==> src/rtl/pipeline_ctrl_pkg.sv <==
// Shared types and constants for the pipeline hazard/redirect controller.
package pipeline_ctrl_pkg;

    localparam int CNT_W  = 16;
    localparam int ADDR_W = 32;
    localparam int REG_W  = 5;

    typedef enum logic [1:0] {
        ST_RUN      = 2'd0,
        ST_MEMWAIT  = 2'd1,
        ST_REDIRECT = 2'd2
    } state_t;

    // A load in EX whose non-zero destination feeds either source of the
    // instruction in ID must hold ID for one cycle.
    function automatic logic load_use_hazard(
        input logic             mem_read,
        input logic [REG_W-1:0] rd_addr,
        input logic [REG_W-1:0] rs_addr,
        input logic [REG_W-1:0] rt_addr
    );
        return mem_read && (rd_addr != '0) &&
               ((rd_addr == rs_addr) || (rd_addr == rt_addr));
    endfunction

endpackage

==> src/rtl/pipeline_ctrl_if.sv <==
// Signal bundle between the pipeline datapath and the hazard controller.
// There is no valid/ready handshake here: every control is a level that the
// controller computes combinationally each cycle from state plus the hazard
// inputs, and the datapath obeys it on the next posedge.
interface pipeline_ctrl_if;
    import pipeline_ctrl_pkg::*;

    // hazard/branch information from the datapath
    logic              mem_stall;
    logic              id_ex_mem_read;
    logic [REG_W-1:0]  id_ex_rd_addr;
    logic [REG_W-1:0]  if_id_rs_addr;
    logic [REG_W-1:0]  if_id_rt_addr;
    logic              branch_taken;
    logic [ADDR_W-1:0] branch_target;

    // controls back to the datapath
    logic              pc_write;
    logic              pc_src;
    logic [ADDR_W-1:0] pc_target;
    logic              if_id_write;
    logic              if_id_flush;
    logic              if_id_stall;
    logic              id_ex_bubble;
    logic [1:0]        state;

    modport master (
        output mem_stall, id_ex_mem_read, id_ex_rd_addr, if_id_rs_addr,
               if_id_rt_addr, branch_taken, branch_target,
        input  pc_write, pc_src, pc_target, if_id_write, if_id_flush,
               if_id_stall, id_ex_bubble, state
    );

    modport slave (
        input  mem_stall, id_ex_mem_read, id_ex_rd_addr, if_id_rs_addr,
               if_id_rt_addr, branch_taken, branch_target,
        output pc_write, pc_src, pc_target, if_id_write, if_id_flush,
               if_id_stall, id_ex_bubble, state
    );

endinterface

==> src/rtl/pipeline_ctrl_fsm.sv <==
// Hazard FSM: memory freeze, load-use bubble, and branch redirect, with a
// pending-redirect register that carries a branch across a memory stall.
module pipeline_ctrl_fsm
    import pipeline_ctrl_pkg::*;
(
    input  logic           clk_i,
    input  logic           rst_i,
    pipeline_ctrl_if.slave bus
);

    state_t            state_q, state_d;
    logic              pend_q, pend_d;
    logic [ADDR_W-1:0] pend_tgt_q, pend_tgt_d;

    logic              load_use;
    logic              pc_write_c, pc_src_c, if_id_write_c;
    logic              if_id_flush_c, if_id_stall_c, id_ex_bubble_c;
    logic [ADDR_W-1:0] pc_target_c;

    assign load_use = load_use_hazard(bus.id_ex_mem_read, bus.id_ex_rd_addr,
                                      bus.if_id_rs_addr, bus.if_id_rt_addr);

    // next state and same-cycle controls; priority is freeze, load-use, branch
    always_comb begin
        state_d        = state_q;
        pend_d         = pend_q;
        pend_tgt_d     = pend_tgt_q;
        pc_write_c     = 1'b1;
        if_id_write_c  = 1'b1;
        pc_src_c       = 1'b0;
        pc_target_c    = '0;
        if_id_flush_c  = 1'b0;
        if_id_stall_c  = 1'b0;
        id_ex_bubble_c = 1'b0;

        if (rst_i) begin
            // everything quiet while reset is held
            pc_write_c    = 1'b0;
            if_id_write_c = 1'b0;
            state_d       = ST_RUN;
            pend_d        = 1'b0;
            pend_tgt_d    = '0;
        end else begin
            case (state_q)
                ST_RUN: begin
                    if (bus.mem_stall) begin
                        pc_write_c    = 1'b0;
                        if_id_write_c = 1'b0;
                        if_id_stall_c = 1'b1;
                        state_d       = ST_MEMWAIT;
                    end else if (load_use) begin
                        pc_write_c     = 1'b0;
                        if_id_write_c  = 1'b0;
                        id_ex_bubble_c = 1'b1;
                    end else if (bus.branch_taken) begin
                        pc_src_c      = 1'b1;
                        pc_target_c   = bus.branch_target;
                        if_id_flush_c = 1'b1;
                    end
                end

                ST_MEMWAIT: begin
                    // only the first taken branch seen while frozen is kept
                    if (bus.branch_taken && !pend_q) begin
                        pend_d     = 1'b1;
                        pend_tgt_d = bus.branch_target;
                    end
                    if (bus.mem_stall) begin
                        pc_write_c    = 1'b0;
                        if_id_write_c = 1'b0;
                        if_id_stall_c = 1'b1;
                    end else begin
                        if (load_use) begin
                            pc_write_c     = 1'b0;
                            if_id_write_c  = 1'b0;
                            id_ex_bubble_c = 1'b1;
                        end
                        state_d = pend_d ? ST_REDIRECT : ST_RUN;
                    end
                end

                ST_REDIRECT: begin
                    if (bus.mem_stall) begin
                        pc_write_c    = 1'b0;
                        if_id_write_c = 1'b0;
                        if_id_stall_c = 1'b1;
                        state_d       = ST_MEMWAIT;
                    end else if (load_use) begin
                        // redirect stays pending until the bubble is done
                        pc_write_c     = 1'b0;
                        if_id_write_c  = 1'b0;
                        id_ex_bubble_c = 1'b1;
                    end else begin
                        pc_src_c      = 1'b1;
                        pc_target_c   = pend_tgt_q;
                        if_id_flush_c = 1'b1;
                        pend_d        = 1'b0;
                        state_d       = ST_RUN;
                    end
                end

                default: begin
                    state_d = ST_RUN;
                end
            endcase
        end
    end

    // state and pending-redirect registers
    always_ff @(posedge clk_i) begin
        if (rst_i) begin
            state_q    <= ST_RUN;
            pend_q     <= 1'b0;
            pend_tgt_q <= '0;
        end else begin
            state_q    <= state_d;
            pend_q     <= pend_d;
            pend_tgt_q <= pend_tgt_d;
        end
    end

    assign bus.pc_write     = pc_write_c;
    assign bus.pc_src       = pc_src_c;
    assign bus.pc_target    = pc_target_c;
    assign bus.if_id_write  = if_id_write_c;
    assign bus.if_id_flush  = if_id_flush_c;
    assign bus.if_id_stall  = if_id_stall_c;
    assign bus.id_ex_bubble = id_ex_bubble_c;
    assign bus.state        = state_q;

endmodule

==> src/rtl/sat_counter.sv <==
// Event counter that sticks at all-ones instead of wrapping.
module sat_counter
    import pipeline_ctrl_pkg::*;
#(
    parameter int W = CNT_W
) (
    input  logic         clk_i,
    input  logic         clr_i,
    input  logic         inc_i,
    output logic [W-1:0] cnt_o
);

    logic [W-1:0] cnt_q;
    logic [W-1:0] cnt_d;

    // next count: clear wins, otherwise step unless already saturated
    always_comb begin
        cnt_d = cnt_q;
        if (clr_i) begin
            cnt_d = '0;
        end else if (inc_i && (cnt_q != {W{1'b1}})) begin
            cnt_d = cnt_q + 1'b1;
        end
    end

    // count register
    always_ff @(posedge clk_i) begin
        cnt_q <= cnt_d;
    end

    assign cnt_o = cnt_q;

endmodule

==> src/rtl/pipeline_ctrl.sv <==
// Top of the pipeline controller: flat port shell around the hazard FSM
// plus stall and flush cycle counters.
module pipeline_ctrl
    import pipeline_ctrl_pkg::*;
(
    input  logic              clk_i,
    input  logic              rst_i,
    input  logic              mem_stall_i,
    input  logic              ID_EX_MemRead_i,
    input  logic [REG_W-1:0]  ID_EX_RDaddr_i,
    input  logic [REG_W-1:0]  IF_ID_RSaddr_i,
    input  logic [REG_W-1:0]  IF_ID_RTaddr_i,
    input  logic              branch_taken_i,
    input  logic [ADDR_W-1:0] branch_target_i,
    output logic              PC_write_o,
    output logic              PC_src_o,
    output logic [ADDR_W-1:0] PC_target_o,
    output logic              IF_ID_write_o,
    output logic              IF_ID_flush_o,
    output logic              IF_ID_stall_o,
    output logic              ID_EX_bubble_o,
    output logic [1:0]        state_o,
    output logic [CNT_W-1:0]  stall_cnt_o,
    output logic [CNT_W-1:0]  flush_cnt_o
);

    pipeline_ctrl_if ctl ();

    assign ctl.mem_stall      = mem_stall_i;
    assign ctl.id_ex_mem_read = ID_EX_MemRead_i;
    assign ctl.id_ex_rd_addr  = ID_EX_RDaddr_i;
    assign ctl.if_id_rs_addr  = IF_ID_RSaddr_i;
    assign ctl.if_id_rt_addr  = IF_ID_RTaddr_i;
    assign ctl.branch_taken   = branch_taken_i;
    assign ctl.branch_target  = branch_target_i;

    pipeline_ctrl_fsm u_fsm (
        .clk_i (clk_i),
        .rst_i (rst_i),
        .bus   (ctl.slave)
    );

    assign PC_write_o     = ctl.pc_write;
    assign PC_src_o       = ctl.pc_src;
    assign PC_target_o    = ctl.pc_target;
    assign IF_ID_write_o  = ctl.if_id_write;
    assign IF_ID_flush_o  = ctl.if_id_flush;
    assign IF_ID_stall_o  = ctl.if_id_stall;
    assign ID_EX_bubble_o = ctl.id_ex_bubble;
    assign state_o        = ctl.state;

    // counters are held at zero during reset even though PC_write_o is low
    sat_counter #(.W(CNT_W)) u_stall_cnt (
        .clk_i (clk_i),
        .clr_i (rst_i),
        .inc_i (!ctl.pc_write && !rst_i),
        .cnt_o (stall_cnt_o)
    );

    sat_counter #(.W(CNT_W)) u_flush_cnt (
        .clk_i (clk_i),
        .clr_i (rst_i),
        .inc_i (ctl.if_id_flush && !rst_i),
        .cnt_o (flush_cnt_o)
    );

endmodule

==> config.mk <==
export PLATFORM = sky130hd
export DESIGN_NAME = pipeline_ctrl
export DESIGN_NICKNAME = d
export VERILOG_FILES = /design/src/rtl/pipeline_ctrl_pkg.sv /design/src/rtl/pipeline_ctrl_if.sv /design/src/rtl/pipeline_ctrl_fsm.sv /design/src/rtl/sat_counter.sv /design/src/rtl/pipeline_ctrl.sv
export SDC_FILE = /design/constraint.sdc
export NUM_CORES = 1
export LEC_CHECK = 0
export CAP_MARGIN = 25
export CORE_ASPECT_RATIO = 0.8
export CORE_MARGIN = 10
export CORE_UTILIZATION = 30
export DETAILED_ROUTE_END_ITERATION = 12
export PLACE_DENSITY = 0.55
export SLEW_MARGIN = 15
export SYNTH_ARGS = -nofsm -noshare
export SYNTH_HDL_FRONTEND = slang
export SYNTH_HIERARCHICAL = 1
export SYNTH_SLANG_ARGS = --single-unit
==> constraint.sdc <==
create_clock -name clk_i -period 9.3 [get_ports clk_i]
set_input_delay 2.325 -clock clk_i [delete_from_list [all_inputs] [get_ports clk_i]]
set_output_delay 2.325 -clock clk_i [all_outputs]
set_load 0.01 [all_outputs]
# Word-level counts from Yosys, hierarchy flattened
# Index checks and enable logic that the tools add are counted.
[word_totals]
register_bits = 67
input_bits = 52
out_inout_bits = 72
[op_classes]
n_addsub = 2
n_eq_ne = 11
mux = 35
n_reduce_logical = 18
[ops]
columns = ["operator", "count"]
rows = [
  ["$mux 32", 6],
  ["$pmux 32 s2", 1],
  ["$add 16x1->16 const B", 2],
  ["$ne 16x16->1 const B", 2],
  ["$mux 1", 20],
  ["$eq 5x5->1", 2],
  ["$mux 2", 5],
  ["$ne 2x2->1 const B", 4],
  ["$logic_and 1x1->1", 7],
  ["$pmux 2 s3", 1],
  ["$reduce_and 3->1", 2],
  ["$reduce_bool 5->1", 1],
  ["$pmux 1 s2", 2],
  ["$logic_not 1->1", 3],
  ["$ne 3x3->1 const B", 1],
  ["$reduce_or 3->1", 1],
  ["$eq 2x1->1 const B", 1],
  ["$eq 2x2->1 const B", 1],
  ["$logic_not 2->1", 1],
  ["$reduce_and 2->1", 1],
  ["$reduce_bool 2->1", 1],
  ["$logic_or 1x1->1", 1],
]

# Depth between registers and ports, before layout
# Gate-level depths: netlist of the first run.
[logic_depth]
ltp_word = 10
depth_mapped = 11

# Modules after synthesis
# Netlist of the first run, hierarchy kept.
[by_module_without_submodules]
columns = ["mod", "instances", "cells_per_inst", "area_each_um2"]
rows = [
  ["pipeline_ctrl_fsm", 1, 267, 2163.3],
  ["sat_counter", 2, 99, 848.3],
  ["pipeline_ctrl", 1, 2, 10.0],
]

# Least setup slack after synthesis of the first run
# Ideal clock, no wire load.
[synth_timing]
path_type = "input to output"
start = "input port ID_EX_RDaddr_i[1]"
end = "output port PC_src_o"
t_arrival_ns = 3.814
setup_slack_ns = 3.161
stages = 5
n_path_buf = 2
path_cell_list = "or4_1 > o21a_1 > buf_6 > a211oi_1 > buf_4"
[synth_via]
elab_chain_len = 7
word_cells_on_any_way = 12
cone_classes = "eq/ne: 2; mux: 6; reduce/logical: 4"
[synth_rtl]
columns = ["item", "line", "rtl"]
rows = [
  ["start: declaration", "pipeline_ctrl.sv:10", "input logic [REG_W-1:0] ID_EX_RDaddr_i,"],
  ["$eq 5x5->1 or $reduce_bool 5->1 (tied branches)", "pipeline_ctrl_pkg.sv:23, pipeline_ctrl_pkg.sv:22", ""],
  ["$logic_or 1x1->1 or $logic_and 1x1->1 (tied branches)", "pipeline_ctrl_pkg.sv:23, pipeline_ctrl_pkg.sv:22", ""],
  ["$logic_and 1x1->1 (*)", "pipeline_ctrl_pkg.sv:22", "return mem_read && (rd_addr != '0) &&"],
  ["$mux 1, on equally long branches (2 in series)", "--", ""],
  ["$pmux 1 s2 (*)", "--", ""],
  ["$mux 1 (*)", "--", ""],
  ["end: declaration", "pipeline_ctrl.sv:16", "output logic PC_src_o,"],
]
# Every way passes the cells marked *; elsewhere a longest branch is shown, timed or not.

# Worst setup path after layout of the first run
[layout_timing]
start = "input port ID_EX_RDaddr_i[1]"
end = "output port PC_src_o"
[layout_via]
elab_chain_len = 7
word_cells_on_any_way = 12
cone_classes = "eq/ne: 2; mux: 6; reduce/logical: 4"
[layout_rtl]
columns = ["item", "line", "rtl"]
rows = [
  ["$eq 5x5->1 or $reduce_bool 5->1 (tied branches)", "pipeline_ctrl_pkg.sv:23, pipeline_ctrl_pkg.sv:22", ""],
  ["$logic_or 1x1->1 or $logic_and 1x1->1 (tied branches)", "pipeline_ctrl_pkg.sv:23, pipeline_ctrl_pkg.sv:22", ""],
  ["$logic_and 1x1->1 (*)", "pipeline_ctrl_pkg.sv:22", ""],
  ["$mux 1, on equally long branches", "pipeline_ctrl_fsm.sv:88, pipeline_ctrl_fsm.sv:51", ""],
  ["$mux 1, on equally long branches", "--", ""],
  ["$pmux 1 s2 (*)", "pipeline_ctrl_fsm.sv:44", "case (state_q)"],
  ["$mux 1 (*)", "pipeline_ctrl_fsm.sv:36", "if (rst_i) begin"],
]
# Marked as above.

==> results of run 1 <==
## sequential cells by signal, indices dropped and copies added, names as in the netlist
register,count
u_fsm/bus.state,2
u_stall_cnt/cnt_o,16
u_flush_cnt/cnt_o,16
u_fsm/pend_q,1
u_fsm/pend_tgt_q,32
## layer usage
layer	track usage	up-vias	part of all wire
met3	0.0426	6	0.056
met4	0.0408	0	0.0086
li1	-	1951	-
met1	0.161	1819	0.45
met5	0	-	0
met2	0.228	84	0.49
## worst min-delay path by stage
| stage | endpoint | startpoint |
|---|---|---|
| floorplan | u_fsm/pend_tgt_q[0] | u_fsm/pend_tgt_q[0] |
| global placement | u_fsm/pend_tgt_q[25] | u_fsm/pend_tgt_q[25] |
| detailed placement | u_fsm/pend_tgt_q[0] | u_fsm/pend_tgt_q[0] |
| CTS | u_fsm/pend_tgt_q[0] | u_fsm/pend_tgt_q[0] |
| global route | u_fsm/pend_tgt_q[20] | u_fsm/pend_tgt_q[20] |
| finish | u_fsm/pend_tgt_q[7] | u_fsm/pend_tgt_q[7] |
## cell type report
type | instances | share of cell area
clock buffers | 13 | 0.0474
inverters | 9 | 0.00615
repair buffers | 129 | 0.232
multi-input cells | 353 | 0.424
well taps | 175 | 0.0399
diodes | 1 | 0.000456
flip-flops and latches | 67 | 0.244
clock inverters | 2 | 0.00638
## through the flow
step,utilization,instance area [sq um],power [W],worst slack (ns),hold slack (ns)
2_1_floorplan,-,3870,0.000352,3.16,0.437
6_report,0.431,5490,0.000732,1.99,0.454
3_5_place_dp,0.408,5190,0.000398,1.94,0.449
4_1_cts,0.431,5490,0.000745,1.93,0.456
3_3_place_gp,0.408,5190,0.000397,1.99,0.442
5_1_grt,0.431,5490,0.000764,1.82,0.472
## worst max-delay path, delay by kind of cell
family | cells | cell delay, ns
compound gates | 2 | 0.70
buf+inv | 3 | 1.39
simple gates | 1 | 0.55
## report_power, final
part	total, W	switching (W)	internal, W	leakage [nW]
clock	0.000341	0.000120	0.000220	0.146
combinational	0.0000935	0.0000497	0.0000438	1.01
sequential	0.000297	0.00000430	0.000293	0.542
## cell families after synthesis
logic type                 after synthesis  share of synthesized area
and+or+nand+nor                        182                      0.253
AOI/OAI and AO/OA                      151                      0.295
DFF                                     67                      0.347
buffers and inverters                   47                     0.0569
xor gates and xnor gates                14                     0.0317
muxes                                    4                     0.0110
adders and majority gates                2                    0.00647
## placed cells by master (no fill, tap or decap), types with 5 or more instances in the layout
master and count:
or3_1 6, nor3_1 9, and4_1 7, inv_1 9
clkbuf_16 9, nor2_1 15, clkdlybuf4s50_1 122, a22oi_1 32
a211oi_2 29, o21ai_0 8, o31ai_1 12, nand2_1 81
nor2b_1 5, nand4_1 7, xnor2_1 14, buf_4 6
a21oi_1 54, or4_1 15, dfxtp_1 67, nand3_1 14
==> run summary, run 1 <==
outcome: completed
clock skew: 0.00528 ns
Leak: 1.70 nW
NumNets Final: 623
Num CTS Buffers: 9
total congestion overflow: 0
worst-path cell chain: clkdlybuf4s50_1 -> or4_1 -> o21a_2 -> buf_4 -> a211oi_1 -> clkdlybuf4s50_1
Die ar.: 17900 sq um
CTS Buffer Depth: 2
Critical Setup Path Class: in -> out
unrepaired setup endpoints after global routing: no
reg-to-reg setup timing slack: 5.76 ns
most frequent cell after synthesis: nand2_1
max_cap viols: 0
Fillers: 1269
post-synthesis cell area: 3870 sq um
1st-pass router iterations: 5
Min-Delay Path Depth: 2
vias in the first global route: 3791
Overall Global Routing Usage: 0.134
CP most frequent cell: clkdlybuf4s50_1
RR Startpoint: u_fsm/bus.state[0]
worst endpoint data arrival time: 4.98 ns
Final period util: 0.786
Die W: 147 microns
cell count of the worst reg-to-reg path: 6
Worst Path Required: 6.98 ns
peak supply drop: 0.114 mV
CTS Hold Bufs: 0
yosys warns: 6
crit path capture type: output port
die height: 122 microns
sequential element share of the synthesized area: 0.347
Tightest Pin Transition: 0.920 ns
H-tree Lvls: 3
total power per unit cell area: 133 nW/um^2
Post-Layout Cell Count: 749
clock root buffer: clkbuf_16
crit-path max FO: 37
Yosys cell types: 42
Async SR Flop Fraction: 0
row count: 37
final setup fails: 0
DP Wirelength: 8.64 mm
fmax: 137 MHz
reg-to-reg endpoint: u_flush_cnt/cnt_o[11]
drt initial violations: 214
Mapped Avg Cell Area: 8.29 sq um
largest net degree at the start of global routing: 72
setup TNS: 0 ns
total vias in the final route: 3860
drt total wl: 12.3 mm
FF+latch area: 1340 sq um
Post-Syn Nets: 521
Setup Buffers After CTS: 0
crit start category: input port
minimum clock period: 7.31 ns
Area contributors post-synth: dfxtp_1 (35%), a211oi_2 (9.4%), nand2_1 (7.9%)
Routed Antenna Nets: 0
post-route DRC violation count: 0
CP peak stage delay: 0.63 ns
number of synthesized flops with an enable pin: 0
Max Slew Vio Count: 0
final number of hold-violating endpoints: 0
first-pass GRT wire length: 20.0 mm
cell taking the most area after synthesis: dfxtp_1
average routed wire per standard cell: 16.4 microns
clock-pin slew on the worst setup and hold paths: 0.05 ns
Core Box Area: 12700 sq um
Critical Path End: PC_src_o
Clock Latency Late Sink: 0.32 ns
prevailing post-synth register cell: dfxtp_1
Synth top area share: 0.347
share of cells above drive strength 1: 0.110
Max transition margin: 0.387
Placer Congestion: 0.846
synth cell count leaders: nand2_1 (81), dfxtp_1 (67), a21oi_1 (54)
Ports: 124
CTS Sinks: 67
drt via density: 5.15
# placed instances: 733
multi-input logic area: 2330 sq um
Port Buffers: 123
CTS tree: done
Post-Syn Instances: 467
Worst path slowest cell: clkdlybuf4s50_1
post-cts resize count: 0
starting density of the core: 0.304
HP Class: reg -> reg
area grow syn2layout: 41.9%
#FFs+latches synth: 67
initial antenna violation count: 1
Critical Path Source: ID_EX_RDaddr_i[1]
(Power assumes the default switching activity.)
==> run 2, diff against run 1 <==
==> constraint.sdc (replaced) <==
create_clock -name clk_i -period 7.5 [get_ports clk_i]
set_input_delay 1.875 -clock clk_i [delete_from_list [all_inputs] [get_ports clk_i]]
set_output_delay 1.875 -clock clk_i [all_outputs]
set_load 0.01 [all_outputs]
==> run 2 against run 1 <==
  * Sequential cell count unchanged
  * Count of clock-buffer cells in the layout grew 1
  * Largest power group unchanged
  * Largest cell class unchanged
  * Cell count up 0.13%
==> run summary, run 2 (synthesis results as in run 1) <==
flip-flop count of the largest register after layout: 32 (unchanged)
Max Slew Vio Count: 0 (unchanged)
unrepaired setup endpoints after global routing: no
area grow syn2layout: 41.5%
first-pass GRT wire length: 20.3 mm (+1.5%)
drt initial violations: 246 (+15%)
row count: 37 (unchanged)
post-cts resize count: 0 (unchanged)
total congestion overflow: 0 (unchanged)
minimum clock period: 6.48 ns
H-tree Lvls: 3 (unchanged)
CTS Hold Bufs: 0 (unchanged)
fmax: 154 MHz
number of diodes: 0 (-1)
total vias in the final route: 3940 (+2.1%)
Worst Path Required: 5.62 ns (-1.36 ns)
CTS Buffer Depth: 2 (unchanged)
1st-pass router iterations: 7 (+2)
Tightest Pin Transition: 0.941 ns (+0.0209 ns)
most frequent cells in the layout: clkdlybuf4s50_1 (122), nand2_1 (81), dfxtp_1 (67)
worst-path cell chain: clkdlybuf4s50_1 -> or4_1 -> o21a_2 -> buf_4 -> a31oi_1 -> clkdlybuf4s50_1
largest net degree at the start of global routing: 72 (unchanged)
Die W: 147 microns (unchanged)
Setup WS post-layout: 1.02 ns (-0.976 ns)
final setup fails: 0 (unchanged)
initial antenna violation count: 0 (-1)
crit-path max FO: 26 (-30%)
outcome: completed
Clock Latency Late Sink: 0.33 ns (about the same)
NumNets Final: 624 (+0.16%)
drt total wl: 12.3 mm (+0.15%)
Overall Global Routing Usage: 0.137 (+0.00296)
Placer Congestion: 0.854 (+1.0%)
Final period util: 0.864
CP peak stage delay: 0.63 ns (about the same)
CTS Sinks: 67 (unchanged)
Critical Setup Path Class: in -> out
Port Buffers: 123 (unchanged)
peak supply drop: 0.100 mV (-12%)
post-route DRC violation count: 0 (unchanged)
total power per unit cell area: 160 nW/um^2 (+20%)
Max transition margin: 0.373 (-0.0139)
CTS tree: done
Biggest register: u_fsm/pend_tgt_q
Worst path slowest cell: clkdlybuf4s50_1
Ports: 124 (unchanged)
setup TNS: 0 ns (unchanged)
vias in the first global route: 3809 (+0.47%)
average routed wire per standard cell: 16.4 microns (about the same)
Routed Antenna Nets: 0 (unchanged)
reg-to-reg setup timing slack: 3.98 ns (-1.78 ns)
clock-pin slew on the worst setup and hold paths: 0.05 ns (about the same)
commonest non-fill, non-tap cell in the layout: clkdlybuf4s50_1
Setup Buffers After CTS: 0 (unchanged)
die height: 122 microns (unchanged)
HP Class: reg -> reg
Core Box Area: 12700 sq um (unchanged)
max_cap viols: 0 (unchanged)
Leak: 1.69 nW (-0.18%)
Die ar.: 17900 sq um (unchanged)
drt via density: 5.25 (+1.9%)
Post-Place Worst Slack: 1.02 ns (-0.922 ns)
share of cells above drive strength 1: 0.110 (-0.000382)
final number of hold-violating endpoints: 0 (unchanged)
clock root buffer: clkbuf_16
clock skew: 0.00809 ns (+0.00281 ns)
worst endpoint data arrival time: 4.61 ns (-0.37 ns)
DP Wirelength: 8.89 mm (+2.9%)
Num CTS Buffers: 9 (unchanged)
crit start category: input port
starting density of the core: 0.304 (unchanged)
CP most frequent cell: clkdlybuf4s50_1
crit path capture type: output port
==> run 2: cell count changes in the layout (fill, tap and decap cells not counted) <==
cell,previous run,this run
clkinv_2,1,2
clkbuf_1,2,3
diode_2,1,0
bufinv_16,1,0
and4_1,7,8
and4_2,1,0
buf_6,0,1
==> run 2: per-layer routing <==
metal / part of all wire / track usage / wire length [microns]
met5: 0 / 0 / 0
met4: 0.018 / 0.0451 / 222
met3: 0.063 / 0.0471 / 772
met2: 0.48 / 0.228 / 5920
met1: 0.44 / 0.165 / 5420
==> run 2: worst paths after layout <==
check | startpoint | to | cells after the start
worst max-delay path | ID_EX_RDaddr_i[1] | PC_write_o | 6
worst min-delay path | u_fsm/pend_tgt_q[7] | u_fsm/pend_tgt_q[7] | 2
worst max register to register | u_fsm/bus.state[0] | u_flush_cnt/cnt_o[11] | 6
worst min register to register | u_fsm/pend_tgt_q[7] | u_fsm/pend_tgt_q[7] | 2
==> run 2: stage by stage <==
| step | instance area (sq um) | util | total power (W) | std cells | hold WS, ns |
|---|---|---|---|---|---|
| floorplan | 3870 | - | 0.000436 | 467 | 0.437 |
| detailed placement | 5200 | 0.409 | 0.000494 | 734 | 0.447 |
| global placement | 5190 | 0.408 | 0.000492 | 733 | 0.442 |
| CTS | 5480 | 0.430 | 0.000891 | 750 | 0.455 |
| finish | 5480 | 0.430 | 0.000877 | 750 | 0.454 |
| global route | 5480 | 0.430 | 0.000920 | 750 | 0.472 |
==> run 2: worst max-delay path, delay by kind of cell <==
family	cells	cell delay [ns]
AND/OR/NAND/NOR	1	0.55
buffers and inverters	3	1.39
AO/OA/AOI/OAI	2	0.78
==> run 2: power by group <==
group | total [W] | switching [W] | internal [W]
logic | 0.000117 | 0.0000622 | 0.0000547
clock network | 0.000391 | 0.000150 | 0.000241
registers | 0.000369 | 0.00000550 | 0.000364
total | 0.000877 | 0.000217 | 0.000659
==> run 2: final cells by class <==
type / instances / area [sq um]
Fill cell: 1250 / 7250
Multi-Input combinational cell: 353 / 2330
Sequential cell: 67 / 1340
Timing Repair Buffer: 130 / 1280
Clock buffer: 14 / 264
Tap cell: 175 / 219
Inverter: 9 / 33.8
Clock inverter: 2 / 10.0
==> run 3, diff against run 2 <==
--- a/config.mk
+++ b/config.mk
@@ -10,9 +10,9 @@
 export CORE_MARGIN = 10
 export CORE_UTILIZATION = 30
 export DETAILED_ROUTE_END_ITERATION = 12
-export PLACE_DENSITY = 0.55
+export PLACE_DENSITY = 0.56
+export RECOVER_POWER = 25
 export SLEW_MARGIN = 15
 export SYNTH_ARGS = -nofsm -noshare
 export SYNTH_HDL_FRONTEND = slang
-export SYNTH_HIERARCHICAL = 1
 export SYNTH_SLANG_ARGS = --single-unit
==> run 3 against run 2 <==
  * Via count fell by 2.8%
  * Cell count rose by 3.6%
  * Total power up 3.0%
  * Combinational power hardly changed
  * Clock skew decreased by 0.0017 ns
==> run summary, run 3 <==
CP most frequent cell: clkdlybuf4s50_1
commonest non-fill, non-tap cell in the layout: nand2_1
DP Wirelength: 7.98 mm (-10%)
average routed wire per standard cell: 14.6 microns (-11%)
HP Class: reg -> reg
CTS Hold Bufs: 0 (unchanged)
Fillers: 1162 (-7.0%)
row count: 35 (-5.4%)
Setup Buffers After CTS: 0 (unchanged)
setup TNS: 0 ns (unchanged)
worst endpoint data arrival time: 4.38 ns (-0.23 ns)
total vias in the final route: 3830 (-2.8%)
prevailing post-synth register cell: dfxtp_1
Post-Syn Instances: 523 (+12%)
post-synthesis mux area share: 0.00279 (-0.00821)
area grow syn2layout: 44.9%
Critical Setup Path Class: in -> out
share of cells above drive strength 1: 0.0461 (-0.0635)
Yosys cell types: 41 (-2.4%)
clock root buffer: clkbuf_16
Mapped Avg Cell Area: 6.87 sq um (-17%)
Synth Area in Adders: 0.00696 (+0.000498)
Buffers & Inverters on Critical Path: 3 (unchanged)
Num CTS Buffers: 9 (unchanged)
initial antenna violation count: 0 (unchanged)
clock-pin slew on the worst setup and hold paths: 0.05 ns (about the same)
Core Util, Final: 0.449 (+0.0186)
post-cts resize count: 0 (unchanged)
final number of hold-violating endpoints: 0 (unchanged)
Max transition margin: 0.410 (+0.0370)
Die ar.: 16800 sq um (-6.1%)
Tightest Pin Transition: 0.885 ns (-0.0555 ns)
sequential element share of the synthesized area: 0.373 (+0.0267)
number of synthesized flops with an enable pin: 0 (unchanged)
drt total wl: 11.3 mm (-8.3%)
cell taking the most area after synthesis: dfxtp_1
largest family of logic cells by synthesized area: simple AND/OR/NAND/NOR gates
fmax: 160 MHz (+3.6%)
largest net degree at the start of global routing: 69 (-4.2%)
CTS Sinks: 67 (unchanged)
H-tree Lvls: 3 (unchanged)
Overall Global Routing Usage: 0.134 (-0.00374)
XOR/XNOR share of the synthesized area: 0.0536 (+0.0219)
die height: 118 microns (-3.0%)
number of diodes: 0 (unchanged)
drt initial violations: 212 (-14%)
#FFs+latches synth: 67 (unchanged)
first-pass GRT wire length: 18.9 mm (-7.3%)
worst-path cell chain: clkdlybuf4s50_1 -> or4_4 -> o21ai_4 -> o21a_1 -> nand2_1 -> buf_4 -> nor2_1 -> clkdlybuf4s50_1
synth cell count leaders: nand2_1 (115), nor2_1 (94), a21oi_1 (83)
post-synthesis cell area: 3590 sq um (-7.1%)
1st-pass router iterations: 4 (-3)
Biggest register: u_fsm.pend_tgt_q
Core Box Area: 11600 sq um (-8.8%)
yosys warns: 0 (-6)
unrepaired setup endpoints after global routing: no
Final period util: 0.834 (-0.0302)
Placer Congestion: 0.773 (-9.6%)
crit-path max FO: 32 (+23%)
Leak: 1.94 nW (+14%)
Ports: 124 (unchanged)
most frequent cell after synthesis: nand2_1
final setup fails: 0 (unchanged)
crit-path leading delay family: buffers and inverters
drt via density: 4.93 (-6.2%)
WHS: 0.455 ns (+0.000670 ns)
Worst Path Required: 5.62 ns (about the same)
Synth Area in Simple Gates: 0.336 (+0.0838)
Worst path slowest cell: or4_4
Post-Syn Nets: 577 (+11%)
Die W: 142 microns (-3.1%)
Synth top area share: 0.373 (+0.0267)
Port Buffers: 123 (unchanged)
total power per unit cell area: 173 nW/um^2 (+8.4%)
total congestion overflow: 0 (unchanged)
reg-to-reg setup timing slack: 5.30 ns (+1.32 ns)
vias in the first global route: 3696 (-3.0%)
CTS Buffer Depth: 2 (unchanged)
Compound-Gate Fraction of Synth Area: 0.178 (-0.117)
Clock Latency Late Sink: 0.33 ns (about the same)
Max Slew Vio Count: 0 (unchanged)
clock skew: 0.00643 ns (-0.00166 ns)
minimum clock period: 6.26 ns (-0.227 ns)
NumNets Final: 678 (+8.7%)
Async SR Flop Fraction: 0 (unchanged)
starting density of the core: 0.310 (+0.00567)
peak supply drop: 0.0926 mV (-7.7%)
crit start category: input port
CTS tree: done
post-route DRC violation count: 0 (unchanged)
crit path capture type: output port
max_cap viols: 0 (unchanged)
flip-flop count of the largest register after layout: 32 (unchanged)
CP peak stage delay: 0.57 ns (-0.06 ns)
Routed Antenna Nets: 0 (unchanged)
Area contributors post-synth: dfxtp_1 (37%), nand2_1 (12%), a21oi_1 (12%)
outcome: completed
most frequent cells in the layout: nand2_1 (115), nor2_1 (94), clkdlybuf4s50_1 (88)
==> run 3: changes by cell type in the layout (fill, tap and decap cells not counted), sizes merged, moves of 29 or more <==
cell           delta
nor2             +78
clkdlybuf4s50    -34
dlygate4sd3      +34
a211oi           -32
nand2            +32
a22oi            -31
a21oi            +29
==> run 3: stage by stage <==
step | total power (W) | cell area, sq um | cells | setup WS (ns)
global placement | 0.000492 | 4880 | 760 | 1.26
global route | 0.000943 | 5210 | 777 | 1.13
detailed placement | 0.000495 | 4910 | 761 | 1.25
floorplan | 0.000436 | 3590 | 523 | 2.21
CTS | 0.000919 | 5210 | 777 | 1.25
finish | 0.000903 | 5210 | 777 | 1.24
==> run 3: layout make-up <==
| cell class | count | area, sq um | area share |
|---|---|---|---|
| inverters | 3 | 11.3 | 0.00216 |
| multi-input cells | 413 | 2070 | 0.398 |
| flip-flops and latches | 67 | 1340 | 0.258 |
| clock buffers | 11 | 243 | 0.0466 |
| well taps | 148 | 185 | 0.0356 |
| clock inverters | 5 | 52.6 | 0.0101 |
| repair buffers | 130 | 1300 | 0.249 |
==> run 3: path summary, 6_finish.rpt <==
kind         depth (start not counted)                    to                 start
max                                  8       PC_target_o[30]     ID_EX_RDaddr_i[0]
min reg2reg                          2  u_fsm.pend_tgt_q[23]  u_fsm.pend_tgt_q[23]
min                                  2  u_fsm.pend_tgt_q[23]  u_fsm.pend_tgt_q[23]
max reg2reg                          5  u_flush_cnt.cnt_o[5]    u_fsm.bus.state[1]
==> run 3: kinds of logic after synthesis <==
logic type / count (synthesis)
AOI/OAI and AO/OA: 111
xor gates and xnor gates: 22
adders and majority gates: 2
buffers and inverters: 43
DFF: 67
muxes: 1
and+or+nand+nor: 277
==> run 3: worst min-delay path: cells and delay by family, from the launching register on <==
kind / cells / cell delay [ns]
AND/OR/NAND/NOR: 1 / 0.05
AO/OA/AOI/OAI: 1 / 0.05
flip-flops: 1 / 0.30
==> run 3: power by group <==
group          switching (W)  internal, W
sequential        0.00000667     0.000364
combinational      0.0000582    0.0000567
clock               0.000154     0.000264
total               0.000218     0.000685
==> run 3: layer usage <==
layer	up-vias	global-route usage	share of wire
li1	1976	-	-
met1	1751	0.167	0.46
met2	97	0.204	0.45
met3	6	0.0641	0.082
met4	0	0.0259	0.0058
met5	-	0	0
